[config.mk]
export PLATFORM = sky130hd
export DESIGN_NAME = writeback_stage
export DESIGN_NICKNAME = d
export VERILOG_FILES = /design/src/rtl/writeback_stage_pkg.sv /design/src/rtl/writeback_stage_load_extender.sv /design/src/rtl/writeback_stage.sv
export SDC_FILE = /design/constraint.sdc
export NUM_CORES = 1
export LEC_CHECK = 0
export CAP_MARGIN = 5
export CORE_MARGIN = 2
export CORE_UTILIZATION = 43
export DETAILED_ROUTE_END_ITERATION = 7
export PLACE_DENSITY = 0.86
export RECOVER_POWER = 50
export SYNTH_ARGS = -nofsm -noshare
export SYNTH_HDL_FRONTEND = slang
export SYNTH_SLANG_ARGS = --single-unit
[constraint.sdc]
create_clock -name i_clk -period 1.9 [get_ports i_clk]
set_input_delay 0.285 -clock i_clk [delete_from_list [all_inputs] [get_ports i_clk]]
set_output_delay 0.285 -clock i_clk [all_outputs]
set_load 0.02 [all_outputs]
[src/rtl/writeback_stage_pkg.sv]
`default_nettype none
// +----------------------------------------------------------------------+
// | Module      : writeback_stage_pkg                                    |
// | Description : Shared pipeline encodings for load type and writeback  |
// |               result select.                                         |
// | Revision    : 1.0 - initial release                                  |
// +----------------------------------------------------------------------+
package writeback_stage_pkg;

  // Load width / sign codes carried down from decode
  localparam logic [2:0] c_LD_LW  = 3'b000;
  localparam logic [2:0] c_LD_LH  = 3'b001;
  localparam logic [2:0] c_LD_LHU = 3'b010;
  localparam logic [2:0] c_LD_LB  = 3'b011;
  localparam logic [2:0] c_LD_LBU = 3'b100;

  // Writeback result select codes
  localparam logic [1:0] c_WB_ALU  = 2'b00;
  localparam logic [1:0] c_WB_MEM  = 2'b01;
  localparam logic [1:0] c_WB_LINK = 2'b10;

endpackage
`default_nettype wire

[src/rtl/writeback_stage_load_extender.sv]
`default_nettype none
// +----------------------------------------------------------------------+
// | Module      : load_extender                                          |
// | Description : Selects and sign/zero-extends the loaded byte, half or |
// |               word from an aligned memory word.                      |
// | Revision    : 1.0 - initial release                                  |
// +----------------------------------------------------------------------+
module load_extender
  import writeback_stage_pkg::*;
#(
  parameter int NB_DATA = 32
) (
  input  logic [NB_DATA-1:0] i_word,
  input  logic [1:0]         i_offset,
  input  logic [2:0]         i_type,
  output logic [NB_DATA-1:0] o_data
);

  logic [15:0] w_half;
  logic [7:0]  w_byte;

  // Halfword picks on offset[1] only; byte lane follows the full offset
  assign w_half = i_offset[1] ? i_word[31:16] : i_word[15:0];
  assign w_byte = i_word[{i_offset, 3'b000} +: 8];

  // Extend the selected lane; unknown codes fall back to a full word
  always_comb begin
    o_data = i_word;
    case (i_type)
      c_LD_LH:  o_data = {{(NB_DATA-16){w_half[15]}}, w_half};
      c_LD_LHU: o_data = {{(NB_DATA-16){1'b0}}, w_half};
      c_LD_LB:  o_data = {{(NB_DATA-8){w_byte[7]}}, w_byte};
      c_LD_LBU: o_data = {{(NB_DATA-8){1'b0}}, w_byte};
      default:  o_data = i_word;
    endcase
  end

endmodule
`default_nettype wire

[src/rtl/writeback_stage.sv]
`default_nettype none
// +----------------------------------------------------------------------+
// | Module      : writeback_stage                                        |
// | Description : MEM/WB pipeline latch, result mux, register write      |
// |               strobe, HALT retirement and retired-instruction count. |
// | Revision    : 1.0 - initial release                                  |
// +----------------------------------------------------------------------+
module writeback_stage
  import writeback_stage_pkg::*;
#(
  parameter int NB_DATA = 32,
  parameter int NB_REG  = 5
) (
  input  logic               i_clk,
  input  logic               i_reset,
  input  logic               i_valid,
  input  logic               i_stall,
  input  logic               i_flush,
  input  logic [NB_DATA-1:0] i_alu_result,
  input  logic [NB_DATA-1:0] i_mem_data,
  input  logic [NB_DATA-1:0] i_pc_plus8,
  input  logic [NB_REG-1:0]  i_rd,
  input  logic               i_reg_write,
  input  logic [1:0]         i_wb_sel,
  input  logic [2:0]         i_load_type,
  input  logic [1:0]         i_byte_offset,
  input  logic               i_halt,
  output logic [NB_REG-1:0]  o_write_reg,
  output logic [NB_DATA-1:0] o_write_data,
  output logic               o_write_enable,
  output logic [NB_REG-1:0]  o_wb_rd,
  output logic               o_wb_reg_write,
  output logic               o_halted,
  output logic [31:0]        o_retired
);

  logic               r_valid;
  logic [NB_DATA-1:0] r_alu_result;
  logic [NB_DATA-1:0] r_mem_data;
  logic [NB_DATA-1:0] r_pc_plus8;
  logic [NB_REG-1:0]  r_rd;
  logic               r_reg_write;
  logic [1:0]         r_wb_sel;
  logic [2:0]         r_load_type;
  logic [1:0]         r_byte_offset;
  logic               r_halt;
  logic [31:0]        r_retired;
  logic               r_halt_counted;

  logic               w_halted;
  logic               w_retire;
  logic               w_write_enable;
  logic [NB_DATA-1:0] w_load_data;

  // A valid HALT sitting in the latch is what freezes the stage
  assign w_halted = r_valid & r_halt;

  // MEM/WB latch: reset, frozen on halt, flush beats stall, else capture
  always_ff @(posedge i_clk) begin
    if (i_reset || (!w_halted && i_flush)) begin
      r_valid       <= 1'b0;
      r_alu_result  <= '0;
      r_mem_data    <= '0;
      r_pc_plus8    <= '0;
      r_rd          <= '0;
      r_reg_write   <= 1'b0;
      r_wb_sel      <= '0;
      r_load_type   <= '0;
      r_byte_offset <= '0;
      r_halt        <= 1'b0;
    end else if (!w_halted && !i_stall) begin
      r_valid       <= i_valid;
      r_alu_result  <= i_alu_result;
      r_mem_data    <= i_mem_data;
      r_pc_plus8    <= i_pc_plus8;
      r_rd          <= i_rd;
      r_reg_write   <= i_reg_write;
      r_wb_sel      <= i_wb_sel;
      r_load_type   <= i_load_type;
      r_byte_offset <= i_byte_offset;
      r_halt        <= i_halt;
    end
  end

  // An instruction retires when it leaves the latch; a HALT retires once
  assign w_retire = r_valid & ~i_stall & ~(r_halt & r_halt_counted);

  // Retired-instruction counter, wraps naturally at 2^32
  always_ff @(posedge i_clk) begin
    if (i_reset) begin
      r_retired      <= '0;
      r_halt_counted <= 1'b0;
    end else if (w_retire) begin
      r_retired <= r_retired + 32'd1;
      if (r_halt) begin
        r_halt_counted <= 1'b1;
      end
    end
  end

  load_extender #(
    .NB_DATA (NB_DATA)
  ) u_load_extender (
    .i_word   (r_mem_data),
    .i_offset (r_byte_offset),
    .i_type   (r_load_type),
    .o_data   (w_load_data)
  );

  // Result mux; the spare select code yields zero
  always_comb begin
    o_write_data = '0;
    case (r_wb_sel)
      c_WB_ALU:  o_write_data = r_alu_result;
      c_WB_MEM:  o_write_data = w_load_data;
      c_WB_LINK: o_write_data = r_pc_plus8;
      default:   o_write_data = '0;
    endcase
  end

  // HALT and $0 never write the register bank
  assign w_write_enable = r_valid & r_reg_write & (r_rd != '0) & ~r_halt;

  assign o_write_reg    = r_rd;
  assign o_write_enable = w_write_enable;
  assign o_wb_rd        = r_rd;
  assign o_wb_reg_write = w_write_enable;
  assign o_halted       = w_halted;
  assign o_retired      = r_retired;

endmodule
`default_nettype wire

==> results of run 1 <==
==> per-stage QoR <==
stage          power [mW]  setup WS [ps]  hold slack (ps)  instance area, um^2
2_1_floorplan        3.65           -122              413                 6710
3_3_place_gp         4.18           -500              442                 9420
3_5_place_dp         4.19           -527              447                 9420
4_1_cts              7.87           -499              396                10400
5_1_grt              8.13           -529              398                10500
6_report             7.91           -508              399                10500
==> synth_stat cells, drive strengths merged (4+ instances only) <==
master / instances
a221o: 6
and3: 6
inv: 8
clkbuf: 54
nor2: 54
xnor2: 21
a21oi: 126
nand4: 10
dfxtp: 144
nand3: 13
buf: 16
nand2: 241
mux2i: 33
o22ai: 26
nor4: 8
and4: 4
o21ai: 21
o31ai: 6
or4: 5
or3: 4
nor3: 10
mux2: 5
==> cell families after synthesis <==
kind of cell / share of synthesized area (%)
muxes: 6.23
xor gates and xnor gates: 3.20
AOI/OAI and AO/OA: 17.6
buffers and inverters: 4.87
DFF: 43.9
and+or+nand+nor: 24.1
adders and majority gates: 0.190
==> routing by layer <==
layer	track usage, %	wire length, um	vias to the layer above
met1	34.9	9460	3493
li1	-	-	3444
met2	46.2	11500	355
met4	12.2	864	2
met5	0	13	-
met3	5.36	1710	70
==> flip-flops by register name, indices dropped and copies added, names as in the netlist <==
signal          flops
o_retired          32
r_alu_result       32
r_mem_data         32
r_pc_plus8         32
o_wb_rd             5
r_load_type         3
r_byte_offset       2
r_wb_sel            2
r_halt              1
r_halt_counted      1
r_reg_write         1
r_valid             1
==> area by class of cell <==
cell class / count / area (um^2) / area share [%]
clock buffers: 19 / 443 / 4.23
clock inverters: 13 / 199 / 1.90
inverters: 8 / 30.0 / 0.287
multi-input cells: 636 / 3810 / 36.4
flip-flops and latches: 144 / 2920 / 27.9
well taps: 188 / 235 / 2.25
repair buffers: 302 / 2830 / 27.0
==> layout by cell type (no fill, tap or decap), types with 10 or more instances in the layout <==
cell type / netlist / layout
a21oi_1: 126 / 121
buf_4: 6 / 86
buf_6: 0 / 36
clkbuf_16: 0 / 17
clkdlybuf4s50_1: 0 / 156
dfxtp_1: 144 / 122
dfxtp_2: 0 / 18
mux2i_1: 33 / 33
nand2_1: 240 / 236
nand3_1: 13 / 10
nor2_1: 54 / 51
o21ai_0: 21 / 15
o22ai_2: 0 / 13
xnor2_1: 21 / 20
==> path summary, 6_finish.rpt <==
path	endpoint	from	cells after the start	slack, ps
min reg2reg	r_alu_result[23]	r_alu_result[23]	2	450
max	o_write_data[1]	r_load_type[1]	6	-510
min	r_pc_plus8[10]	i_pc_plus8[10]	3	400
max reg2reg	r_mem_data[17]	r_valid	6	-80
==> report_power, final <==
part | switching, mW | internal (mW)
combinational | 0.539 | 0.546
sequential | 0.0589 | 3.10
clock | 1.40 | 2.27
==> worst min-delay path, cell delays in order <==
cell and delay [ps]:
clkdlybuf4s50_1 390, nand2_1 50, a21oi_1 50
==> repair_timing <==
item | 4_1_cts | 5_1_grt
hold endpoints to repair | 0 | 0
resized for setup | 247 | 39
buffers inserted | 13 | 4
pin swaps | 19 | 14
gates cloned | 1 | 0
endpoints found under the setup margin | 36 | 39
==> summary.md, run 1 <==
| Metric | Value |
|---|---|
| DRT antenna net count | 0 |
| Clock Path Buffers | 2 |
| Share of cells above drive strength 1 | a little under a quarter |
| CP endpoint kind | output port |
| # Max-Cap Violations | 0 |
| Worst-path cell chain | buf_6 > and3_4 > o31ai_1 > and3_1 > a221o_1 > buf_4 |
| CORE AREA | about 15,000 um^2 |
| Arr. time, crit path | 2120 ps |
| # rows | 45 |
| Post-route insts no fill | roughly 1,300 |
| Type of the worst setup path | flip-flop to output port |
| Setup_tns | -15,520 ps |
| Port Buf Inserts | approximately 190 |
| CP max stage delay | 370 ps |
| Slew @ Worst Pin | 616 ps |
| CTS tree | built |
| LEAKAGE | between 3 and 4 nW |
| Top_reg_cell synth | dfxtp_1 |
| Initial antenna violation count | 1 |
| Peak supply drop | 0.639 mV |
| First-pass GRT wire length | 35,500 um |
| Die footprint | 16,300 um^2 |
| Vias per Instance | around 5.6 |
| Placed insts | 1,264 |
| Routed WL | 23,500 um |
| Post-synthesis async set-or-reset flop share | 0% |
| Fin. Hold Viols | 0 |
| Area leader, netlist | dfxtp_1 |
| Worst-path clk slew | 60 ps |
| DRT Pass-1 Iters | 7 |
| Syn-to-layout area delta | 59.2% |
| Final Cycle Share | 127% |
| Startpoint types | flip-flop |
| Worst hold path class | input pin to flip-flop |
| I/O pins | around 190 |
| #FFs+latches synth | 144 |
| Detailed placement HPWL | between 15,000 and 20,000 um |
| Residual DRC count | 0 |
| Initial DRC Count | about 850 |
| Clock skew | between 5 and 6 ps |
| Wire per inst | 17.9 um |
| Total CTS buffers | 17 |
| Fin util | 69.3% |
| Height of the die | approximately 130 um |
| Fillers | 1,092 |
| YS warnings | 0 |
| Crit path max-delay family | simple AND/OR/NAND/NOR gates |
| CTS Hold Bufs | 0 |
| Final Wtd Congestion | 0.871 |
| # nets final | 1,225 |
| # diodes | 0 |
| # setup viols final | 66 |
| Die outline width | 128 um |
| Outcome | finished with violations |
| Rel. slew slack | 58.8% |
| Max Clk Rate | roughly 420 MHz |
| Post-synth EDFFs | 0 |
| Via count | 7,364 |
| Tmin final | 2410 ps |
| Syn Area/Cell | around 7.7 um^2 |
| Slowest stage cell on the critical path | dfxtp_4 |
| Worst path required time | 1620 ps |
| Top-area cell type share of the netlist area | 43.9% |
| Power Dens Cells | 756 nW/um^2 |
| # clock sinks | 144 |
| Worst skew pair latency | between 400 and 500 ps |
| All-Layer GR Usage | between 20% and 30% |
| Final Max Slew Viols | 0 |
| Netlist Area Pre-Place | 6570 um^2 |
| Gate count after technology mapping | 858 |
| Setup WS post-layout | -508 ps |
| Largest net degree at the start of global routing | between 60 and 70 |
| Maximum fanout along the worst path | 6 |
| RSZ-0062 raised after global routing | true |
| Grt total ovfl | 0 |
| Syn_nets | 974 |
| CP Buf/Inv Count | 2 |
| Initial core utilization | 43.5% |
| Area contributors post-synth | dfxtp_1 (44%), nand2_1 (14%), a21oi_1 (9.6%), mux2i_1 (5.0%), clkbuf_1 (3.1%) |
| Post-synthesis sequential area ratio | 43.9% |
| Violated checks | negative setup slack |
| H-tree Lvls | 4 |
| Post-synthesis cell type count | a little over 50 |
| Root Driver | clkbuf_16 |
| Vias in the first global route | 6,907 |
Power figures use the tool's default switching activity.
==> run 2: changes to the inputs <==
--- a/config.mk
+++ b/config.mk
@@ -14,3 +14,4 @@
 export SYNTH_ARGS = -nofsm -noshare
 export SYNTH_HDL_FRONTEND = slang
 export SYNTH_SLANG_ARGS = --single-unit
+export TNS_END_PERCENT = 1
==> run 2 against run 1 <==
Net effect:
- the flow still finishes with violations (negative setup slack)
- final cell count is 0.99% lower
- core utilization is 0.78 points lower
- power is 1.6% higher
- via count is 0.33% higher
- clock-buffer cell count stayed put
- maximum frequency is 2.8% higher
- wire length is 1.8% lower
- global-route usage is 0.31 points higher
- clock skew is 7.1 ps higher
- combinational power is 4% lower
- hold slack better by 1.6 ps
- critical path depth is 1 higher
- critical path type unchanged
- critical endpoint is now o_write_data[21]
==> summary.md, run 2 (same netlist as run 1, synthesis figures left out) <==
| Metric | Value |
|---|---|
| Clock Path Buffers | 2 |
| Pre-CTS WS | -683 ps |
| Tmin final | 2340 ps |
| Total CTS buffers | 17 |
| Vias per Instance | 5.70 |
| Port Buf Inserts | 191 |
| CTS tree | built |
| Worst skew pair latency | about 430 ps |
| Slowest stage cell on the critical path | mux4_2 |
| First-pass GRT wire length | between 30,000 and 40,000 um |
| Root Driver | clkbuf_16 |
| DRT antenna net count | 0 |
| Initial core utilization | 43.5% |
| Max Clk Rate | ~430 MHz |
| Most common cell after layout, fill and taps aside | nand2_1 |
| DRT Pass-1 Iters | 4 |
| All-Layer GR Usage | 28.0% |
| Grt total ovfl | 0 |
| H-tree Lvls | 4 |
| Startpoint types | flip-flop |
| Via count | 7,388 |
| Arr. time, crit path | 2060 ps |
| Hold Path Cell Cnt | 3 |
| Syn-to-layout area delta | 57.4% |
| Setup WS post-layout | -442 ps |
| Fin. Hold Viols | 0 |
| Reg2reg start | r_valid |
| # setup viols final | 34 |
| Worst-path cell chain | mux4_2 > nand3_4 > nand3_2 > nand2_4 > buf_12 > o22ai_2 > buf_6 |
| Residual DRC count | 0 |
| Type of the worst setup path | flip-flop to output port |
| Detailed placement HPWL | 15,000 um |
| Fillers | 1,105 |
| Initial DRC Count | 628 |
| Clock skew | 12.5 ps |
| Rel. slew slack | between 60 and 70% |
| Share of cells above drive strength 1 | 21.1% |
| # nets final | 1,212 |
| Worst path required time | 1620 ps |
| Fin util | approximately 70% |
| # diodes | 0 |
| Die outline width | 128 um |
| I/O pins | 192 |
| Most frequent cells in the layout | nand2_1 (238), clkdlybuf4s50_1 (156), dfxtp_1 (137) |
| Min-Delay Startpoint | i_rd[0] |
| Maximum fanout along the worst path | 8 |
| CP max stage delay | 560 ps |
| Vias in the first global route | 7,135 |
| Initial antenna violation count | 1 |
| # clock sinks | 144 |
| Peak supply drop | 0.691 mV |
| Die footprint | 16,300 um^2 |
| Slew @ Worst Pin | between 500 and 600 ps |
| CORE AREA | ~15,000 um^2 |
| Routed WL | 23,100 um |
| # Max-Cap Violations | 0 |
| LEAKAGE | 3.84 nW |
| Worst-path clk slew | about 60 ps |
| CP endpoint kind | output port |
| Height of the die | between 100 and 150 um |
| Final Cycle Share | 123% |
| RSZ-0062 raised after global routing | true |
| # rows | 45 |
| Final Wtd Congestion | 0.912 |
| Critical Path Start | r_byte_offset[0] |
| Violated checks | negative setup slack |
| Outcome | finished with violations |
| Final Max Slew Viols | 0 |
| Wire per inst | 17.8 um |
| Power Dens Cells | 776 nW/um^2 |
| R2R depth | 6 |
| Worst hold path class | input pin to flip-flop |
| Largest net degree at the start of global routing | 59 |
==> run 2: changes by cell type in the layout (fill, tap and decap cells not counted), moves of 5 or more <==
cell	before	now
buf_4	86	81
dfxtp_1	122	137
o21ai_0	15	8
dfxtp_2	18	6
==> run 2: final cells by class <==
type | count | area, um^2 | area share, %
inverter | 8 | 30.0 | 0.290
timing repair buffer | 289 | 2790 | 27.0
clock inverter | 13 | 233 | 2.25
clock buffer | 19 | 443 | 4.28
tap | 188 | 235 | 2.27
multi-input combinational | 636 | 3720 | 35.9
sequential | 144 | 2890 | 28.0
==> run 2: worst paths after layout <==
kind	to	slack, ps
min reg2reg	r_alu_result[3]	450
max reg2reg	r_wb_sel[0]	90
min	o_wb_rd[0]	400
max	o_write_data[21]	-440
==> run 2: power breakdown <==
part / internal (mW) / leakage (nW) / switching, mW
clock network: 2.50 / 0.328 / 1.32
registers: 3.10 / 1.17 / 0.0570
logic: 0.532 / 2.34 / 0.523
total: 6.13 / 3.84 / 1.90
==> run 2: worst max-delay path, delay by kind of cell, from the launching register on <==
family          cells  cell delay [ps]
mux                 1              560
flops               1              350
simple gates        3              340
buf+inv             2              300
compound gates      1               90
==> run 2: per-layer routing <==
layer | share of wire, % | global-route usage [%] | vias to the layer above | routed length [um]
met5 | 0.065 | 0 | - | 15
met2 | 49 | 47.5 | 388 | 11200
met4 | 5.7 | 15.8 | 2 | 1310
li1 | - | - | 3428 | -
met1 | 38 | 32.9 | 3464 | 8860
met3 | 7.2 | 5.95 | 106 | 1660
==> run 2: metrics by stage <==
step / instances / hold slack (ps) / TNS (ps) / total power [mW] / area, um^2
floorplan: 858 / 421 / -2240 / 3.64 / 6650
detailed placement: 1257 / 446 / -17190 / 4.18 / 9340
global placement: 1257 / 441 / -15530 / 4.16 / 9340
finish: 1297 / 401 / -13610 / 8.03 / 10300
global route: 1297 / 389 / -16550 / 8.27 / 10300
CTS: 1296 / 394 / -12750 / 8.02 / 10300
==> run 2: repair_timing <==
item / in CTS / in global routing
gates resized for setup: 239 / 29
buffers inserted: 6 / 1
gates cloned: 1 / 0
hold buffers: 0 / 0
pin swaps: 19 / 9
setup endpoints to repair: 35 / 42
